File: config.mk
export PLATFORM = sky130hd
export DESIGN_NAME = paddle_input_conditioner
export DESIGN_NICKNAME = d
export VERILOG_FILES = /design/src/rtl/paddle_input_conditioner.sv
export SDC_FILE = /design/constraint.sdc
export NUM_CORES = 1
export LEC_CHECK = 0
export CAP_MARGIN = 15
export CORE_ASPECT_RATIO = 0.6
export CORE_MARGIN = 2
export CORE_UTILIZATION = 55
export DETAILED_ROUTE_END_ITERATION = 6
export MAX_ROUTING_LAYER = met4
export PLACE_DENSITY_LB_ADDON = 0.08
export SYNTH_ARGS = -nofsm -noshare
export SYNTH_HDL_FRONTEND = slang
export SYNTH_SLANG_ARGS = --single-unit
File: constraint.sdc
create_clock -name clk -period 3.95 [get_ports clk]
set_clock_uncertainty 0.1 [all_clocks]
set_input_delay 0.5925 -clock clk [delete_from_list [all_inputs] [get_ports clk]]
set_output_delay 0.5925 -clock clk [all_outputs]
set_load 0.005 [all_outputs]
File: src/rtl/paddle_input_conditioner.sv
// Paddle button conditioner: 2-flop sync, per-button debounce, and a tick-paced move FSM.
// Define PADDLE_ACCEL_EN to enable the hold-to-accelerate speed ramp; otherwise every move is at speed 0.
module paddle_input_conditioner #(
  parameter int DEBOUNCE_COUNT = 50000,
  parameter int ACCEL_TICKS    = 32
) (
  input  logic       clk,
  input  logic       rst,
  input  logic       game_tick,
  input  logic       button_left_n,
  input  logic       button_right_n,
  output logic       left_level,
  output logic       right_level,
  output logic       move_valid,
  output logic       move_dir,
  output logic [1:0] move_speed
);

  localparam int CNT_W = $clog2(DEBOUNCE_COUNT);
  localparam logic [CNT_W-1:0] CNT_LAST = CNT_W'(DEBOUNCE_COUNT - 1);

  typedef enum logic {IDLE, RAMP} moveState_t;

  // Index 1 is the left button, index 0 the right button.
  logic [1:0]       syncA;
  logic [1:0]       syncB;
  logic [1:0]       pressed;
  logic [1:0]       level;
  logic [CNT_W-1:0] debCount [2];

  moveState_t state;
  moveState_t nextState;
  logic       lastDir;
  logic       nextLastDir;
  logic       singlePress;
  logic       pressDir;
  logic       emit;

`ifdef PADDLE_ACCEL_EN
  localparam int HOLD_W = (ACCEL_TICKS > 1) ? $clog2(ACCEL_TICKS) : 1;
  localparam logic [HOLD_W-1:0] HOLD_LAST = HOLD_W'(ACCEL_TICKS - 1);

  logic [1:0]        speed;
  logic [1:0]        nextSpeed;
  logic [1:0]        emitSpeed;
  logic [HOLD_W-1:0] holdCnt;
  logic [HOLD_W-1:0] nextHoldCnt;
`endif

  always_ff @(posedge clk) begin
    if (rst) begin
      syncA <= 2'b11;
      syncB <= 2'b11;
    end else begin
      syncA <= {button_left_n, button_right_n};
      syncB <= syncA;
    end
  end

  assign pressed = ~syncB;

  // A level flips only after DEBOUNCE_COUNT consecutive disagreeing samples.
  always_ff @(posedge clk) begin
    if (rst) begin
      level <= 2'b00;
      for (int i = 0; i < 2; i++) debCount[i] <= '0;
    end else begin
      for (int i = 0; i < 2; i++) begin
        if (pressed[i] != level[i]) begin
          if (debCount[i] == CNT_LAST) begin
            level[i]    <= ~level[i];
            debCount[i] <= '0;
          end else begin
            debCount[i] <= debCount[i] + CNT_W'(1);
          end
        end else begin
          debCount[i] <= '0;
        end
      end
    end
  end

  assign left_level  = level[1];
  assign right_level = level[0];
  assign singlePress = level[1] ^ level[0];
  assign pressDir    = level[1];

  always_ff @(posedge clk) begin
    if (rst) begin
      state   <= IDLE;
      lastDir <= 1'b0;
`ifdef PADDLE_ACCEL_EN
      speed   <= 2'd0;
      holdCnt <= '0;
`endif
    end else begin
      state   <= nextState;
      lastDir <= nextLastDir;
`ifdef PADDLE_ACCEL_EN
      speed   <= nextSpeed;
      holdCnt <= nextHoldCnt;
`endif
    end
  end

  // Everything holds between ticks; a reversal restarts the ramp exactly like a fresh press.
  always_comb begin
    nextState   = state;
    nextLastDir = lastDir;
    emit        = 1'b0;
`ifdef PADDLE_ACCEL_EN
    nextSpeed   = speed;
    nextHoldCnt = holdCnt;
    emitSpeed   = 2'd0;
`endif
    if (game_tick) begin
      if (!singlePress) begin
        nextState = IDLE;
`ifdef PADDLE_ACCEL_EN
        nextSpeed   = 2'd0;
        nextHoldCnt = '0;
`endif
      end else if (state == RAMP && pressDir == lastDir) begin
        emit = 1'b1;
`ifdef PADDLE_ACCEL_EN
        emitSpeed = speed;
        if (holdCnt == HOLD_LAST) begin
          nextHoldCnt = '0;
          if (speed != 2'd3) nextSpeed = speed + 2'd1;
        end else begin
          nextHoldCnt = holdCnt + HOLD_W'(1);
        end
`endif
      end else begin
        emit        = 1'b1;
        nextState   = RAMP;
        nextLastDir = pressDir;
`ifdef PADDLE_ACCEL_EN
        nextSpeed   = 2'd0;
        nextHoldCnt = HOLD_W'(1);
`endif
      end
    end
  end

  always_ff @(posedge clk) begin
    if (rst) begin
      move_valid <= 1'b0;
      move_dir   <= 1'b0;
`ifdef PADDLE_ACCEL_EN
      move_speed <= 2'd0;
`endif
    end else begin
      move_valid <= emit;
      if (emit) begin
        move_dir <= pressDir;
`ifdef PADDLE_ACCEL_EN
        move_speed <= emitSpeed;
`endif
      end
    end
  end

`ifndef PADDLE_ACCEL_EN
  assign move_speed = 2'd0;
`endif

endmodule

==> impl_results.md <==
* Number of different library cells in the post-synthesis netlist at 34
* Initial DRT Pass Iterations at 4
* Total number of vias at 1,483
* Critical Path Fanout Max at 15
* Max frequency at 437 MHz
* Maximum root-to-sink buffer count at 2
* Internal power component at 651 uW
* Area used by multi-input combinational logic at 975 sq um
* Yosys warns at 0
* Wire length of the first global-routing pass at 6270 microns
* Buffers added on ports at 8
* Area added between synthesis and finish at 14.8%
* Switching fraction of total power at 21.9%
* Proportion of power drawn by flip-flops and latches at 58.6%
* Final-layout setup total negative slack at 0 ns
* Number of rows created at floorplan at 17
* Number of global-route vias before repair at 1,415
* Overflow left after global routing at 0
* Fraction of the yosys area taken by sequential cells at 54.3%
* Total wirelength of the detailed-routed design at 3640 microns
* Critical hold path startpoint: syncA[1]
* Maximum level of the CTS H-tree at 2
* Clock transition time at the flip-flop clock pins of the worst setup and hold paths at 0.08 ns
* Max Slew Vio Count at 0
* Initial antenna violation count at 0
* Crit end category: register
* Most common cell in the netlist: sky130_fd_sc_hd__nor2_1
* Worst reg2reg setup slack at 1.66 ns
* Number of vias per cell at 5.26
* Antenna Nets Post-Route at 0
* Pin count of the biggest net entering global routing at 16
* Core region area at 3640 sq um
* Main area contributors after synthesis: sky130_fd_sc_hd__edfxtp_1, sky130_fd_sc_hd__xnor2_1, sky130_fd_sc_hd__dfxtp_1
* Leading area contributor after synthesis: sky130_fd_sc_hd__edfxtp_1
* RSZ-0062 raised after global routing: false
* Switching power summed over all nets at 182 uW
* Proportion of layout cells with a drive suffix above 1 at 6.38%
* Type of origin of the critical path: register
* Cell Count Post-Placement at 274
* Register bit total from synthesis at 40
* Residual DRC count at 0
* Routed wire length per instance at 12.9 microns
* Path type of the worst min-delay path: register to register
* Synthesized instance count at 193
* Critical path data required time at 3.88 ns
* CTS-repair resized insts at 0
* Clock sink count at 40
* Leakage at 0.000812 uW
* Nets at 241
* Number of filler cells placed in the layout at 302
* Reg2Reg Launch Point: debCount[0][7]
* Power density normalized to cell area at 352 nW/um^2
* Global placement routability congestion at 0.872
* Cell Count, Final, Fillers Out at 282
* Synth Area per Inst at 10.7 sq um
* Area taken by flip-flops and latches at 1120 sq um
* Area share of the largest cell type after synthesis at 46.5%
* Share of total power in combinational logic at 4.9%
* Commonest cells in the synthesized netlist: sky130_fd_sc_hd__nor2_1, sky130_fd_sc_hd__edfxtp_1, sky130_fd_sc_hd__xnor2_1
* Hold-fix buffers at CTS at 0
* Post-Synthesis Cell Area at 2070 sq um
* Synth async-reset ratio at 0%
* GRT Overall Usage at 19.9%
* DRC marker count from the first detailed-route iteration at 200
* CTS root buf: sky130_fd_sc_hd__clkbuf_8
* Share of the clock period used by the worst path after layout at 57.9%
* Max-slew headroom at the worst pin at 66.5%
* Number of placed I/O pins at 11
* TritonCTS clock tree: built
* Fin crit period at 2.29 ns
* Initial Util at 56.8%
* Post-detailed-placement half-perimeter wirelength at 2680 microns
* Run status: complete, no violations
* Maximum Capacitance Violations at 0
* Final setup violation count at 0
* Width of the die at 83.1 microns
* Antenna diode count at 0
* Setup repair bufs after CTS at 0
* Peak VDD IR at 0.258 mV
* Least-Margin Pin Slew at 0.502 ns
* Area enclosed by the die boundary at 4280 sq um
* Final hold vios at 0
* Post-synth top flop: sky130_fd_sc_hd__edfxtp_1
* Number of clock buffers inserted by TritonCTS at 5
* Number of flops mapped to enable cells by yosys at 32
* Launch point of the critical path: debCount[0][7]
* Clock Power Share at 36.5%
* Critical path class: register to register
* Die boundary height at 51.5 microns
* Clk_lat worst skew at 0.29 ns
* Worst endpoint data arrival time at 2.22 ns
==> stage by stage <==
step / area, sq um / total power [uW] / hold slack [ns] / utilization [%] / setup slack (ns)
finish: 2370 / 834 / 0.322 / 65.2 / 1.66
global route: 2370 / 867 / 0.337 / 65.2 / 1.51
CTS: 2370 / 839 / 0.328 / 65.2 / 1.64
detailed placement: 2270 / 537 / 0.295 / 62.4 / 1.60
global placement: 2270 / 534 / 0.292 / 62.4 / 1.64
floorplan: 2190 / 527 / 0.289 / - / 1.95
==> cell type report <==
type	count	share of cell area (%)
inverter	9	1.42
multi-input combinational	170	41.1
timing repair buffer	8	3.38
clock inverter	1	0.211
clock buffer	7	4.12
tap	47	2.48
sequential	40	47.3
==> critical path: stages, from the launching register on <==
cell and delay [ns]:
sky130_fd_sc_hd__edfxtp_1 0.48, sky130_fd_sc_hd__or4b_1 0.61, sky130_fd_sc_hd__nor4_4 0.27, sky130_fd_sc_hd__or2_1 0.46
sky130_fd_sc_hd__nor2_1 0.11
==> registers in the layout (all words and copies together) (netlist names) <==
name,flops
debCount,32
syncB,2
move_dir,1
move_valid,1
level,2
syncA,2
==> per-layer routing <==
metal / GRT usage, % / part of all wire (%) / up-vias / routed length, microns
met2: 26.5 / 39 / 59 / 1410
met1: 28.2 / 51 / 692 / 1850
met4: 8.74 / 1.7 / 0 / 61
met3: 5.82 / 8.9 / 8 / 324
li1: - / - / 724 / -
met5: - / 0 / - / 0
==> power by group through the flow <==
stage	Sequential, uW	Combinational [uW]	Clock, uW
2_1_floorplan	492	34.4	0
3_3_place_gp	496	38.2	0
3_5_place_dp	497	39.3	0
4_1_cts	488	39.8	311
5_1_grt	491	46.6	330
6_report	488	40.9	304
==> final timing paths <==
path                                        end  cells after the start
worst min register to register         syncB[1]                      1
worst min-delay path                   syncB[1]                      1
worst max-delay path            debCount[0][12]                      4
worst max register to register  debCount[0][12]                      4
==> placed cells by master (no fill, tap or decap), types with 2 or more instances in the layout <==
cell type and count:
sky130_fd_sc_hd__xnor2_1 28, sky130_fd_sc_hd__or2_2 4, sky130_fd_sc_hd__clkdlybuf4s50_1 8, sky130_fd_sc_hd__xor2_1 3, sky130_fd_sc_hd__nand2_1 8, sky130_fd_sc_hd__or4_4 2, sky130_fd_sc_hd__nand4_1 9, sky130_fd_sc_hd__inv_1 9
sky130_fd_sc_hd__dfxtp_1 8, sky130_fd_sc_hd__clkbuf_8 5, sky130_fd_sc_hd__nor2_1 39, sky130_fd_sc_hd__nor3_1 9, sky130_fd_sc_hd__nor4_1 8, sky130_fd_sc_hd__edfxtp_1 32, sky130_fd_sc_hd__ha_1 2, sky130_fd_sc_hd__nand3_1 9
sky130_fd_sc_hd__conb_1 34
==> cell families (layout without fill, tap and decap cells) <==
kind of cell    count (synthesis)  count (layout)  share of synthesized area (%)
fa+ha+maj                       2               2                           1.21
other cells                     2              34                          0.364
flops                          40              40                           54.3
compound gates                  3               3                          0.848
xor+xnor                       31              31                           13.1
simple gates                   99              99                           25.3
mux                             1               1                          0.485
buf+inv                        15              25                           4.36
Power figures use the tool's default switching activity.
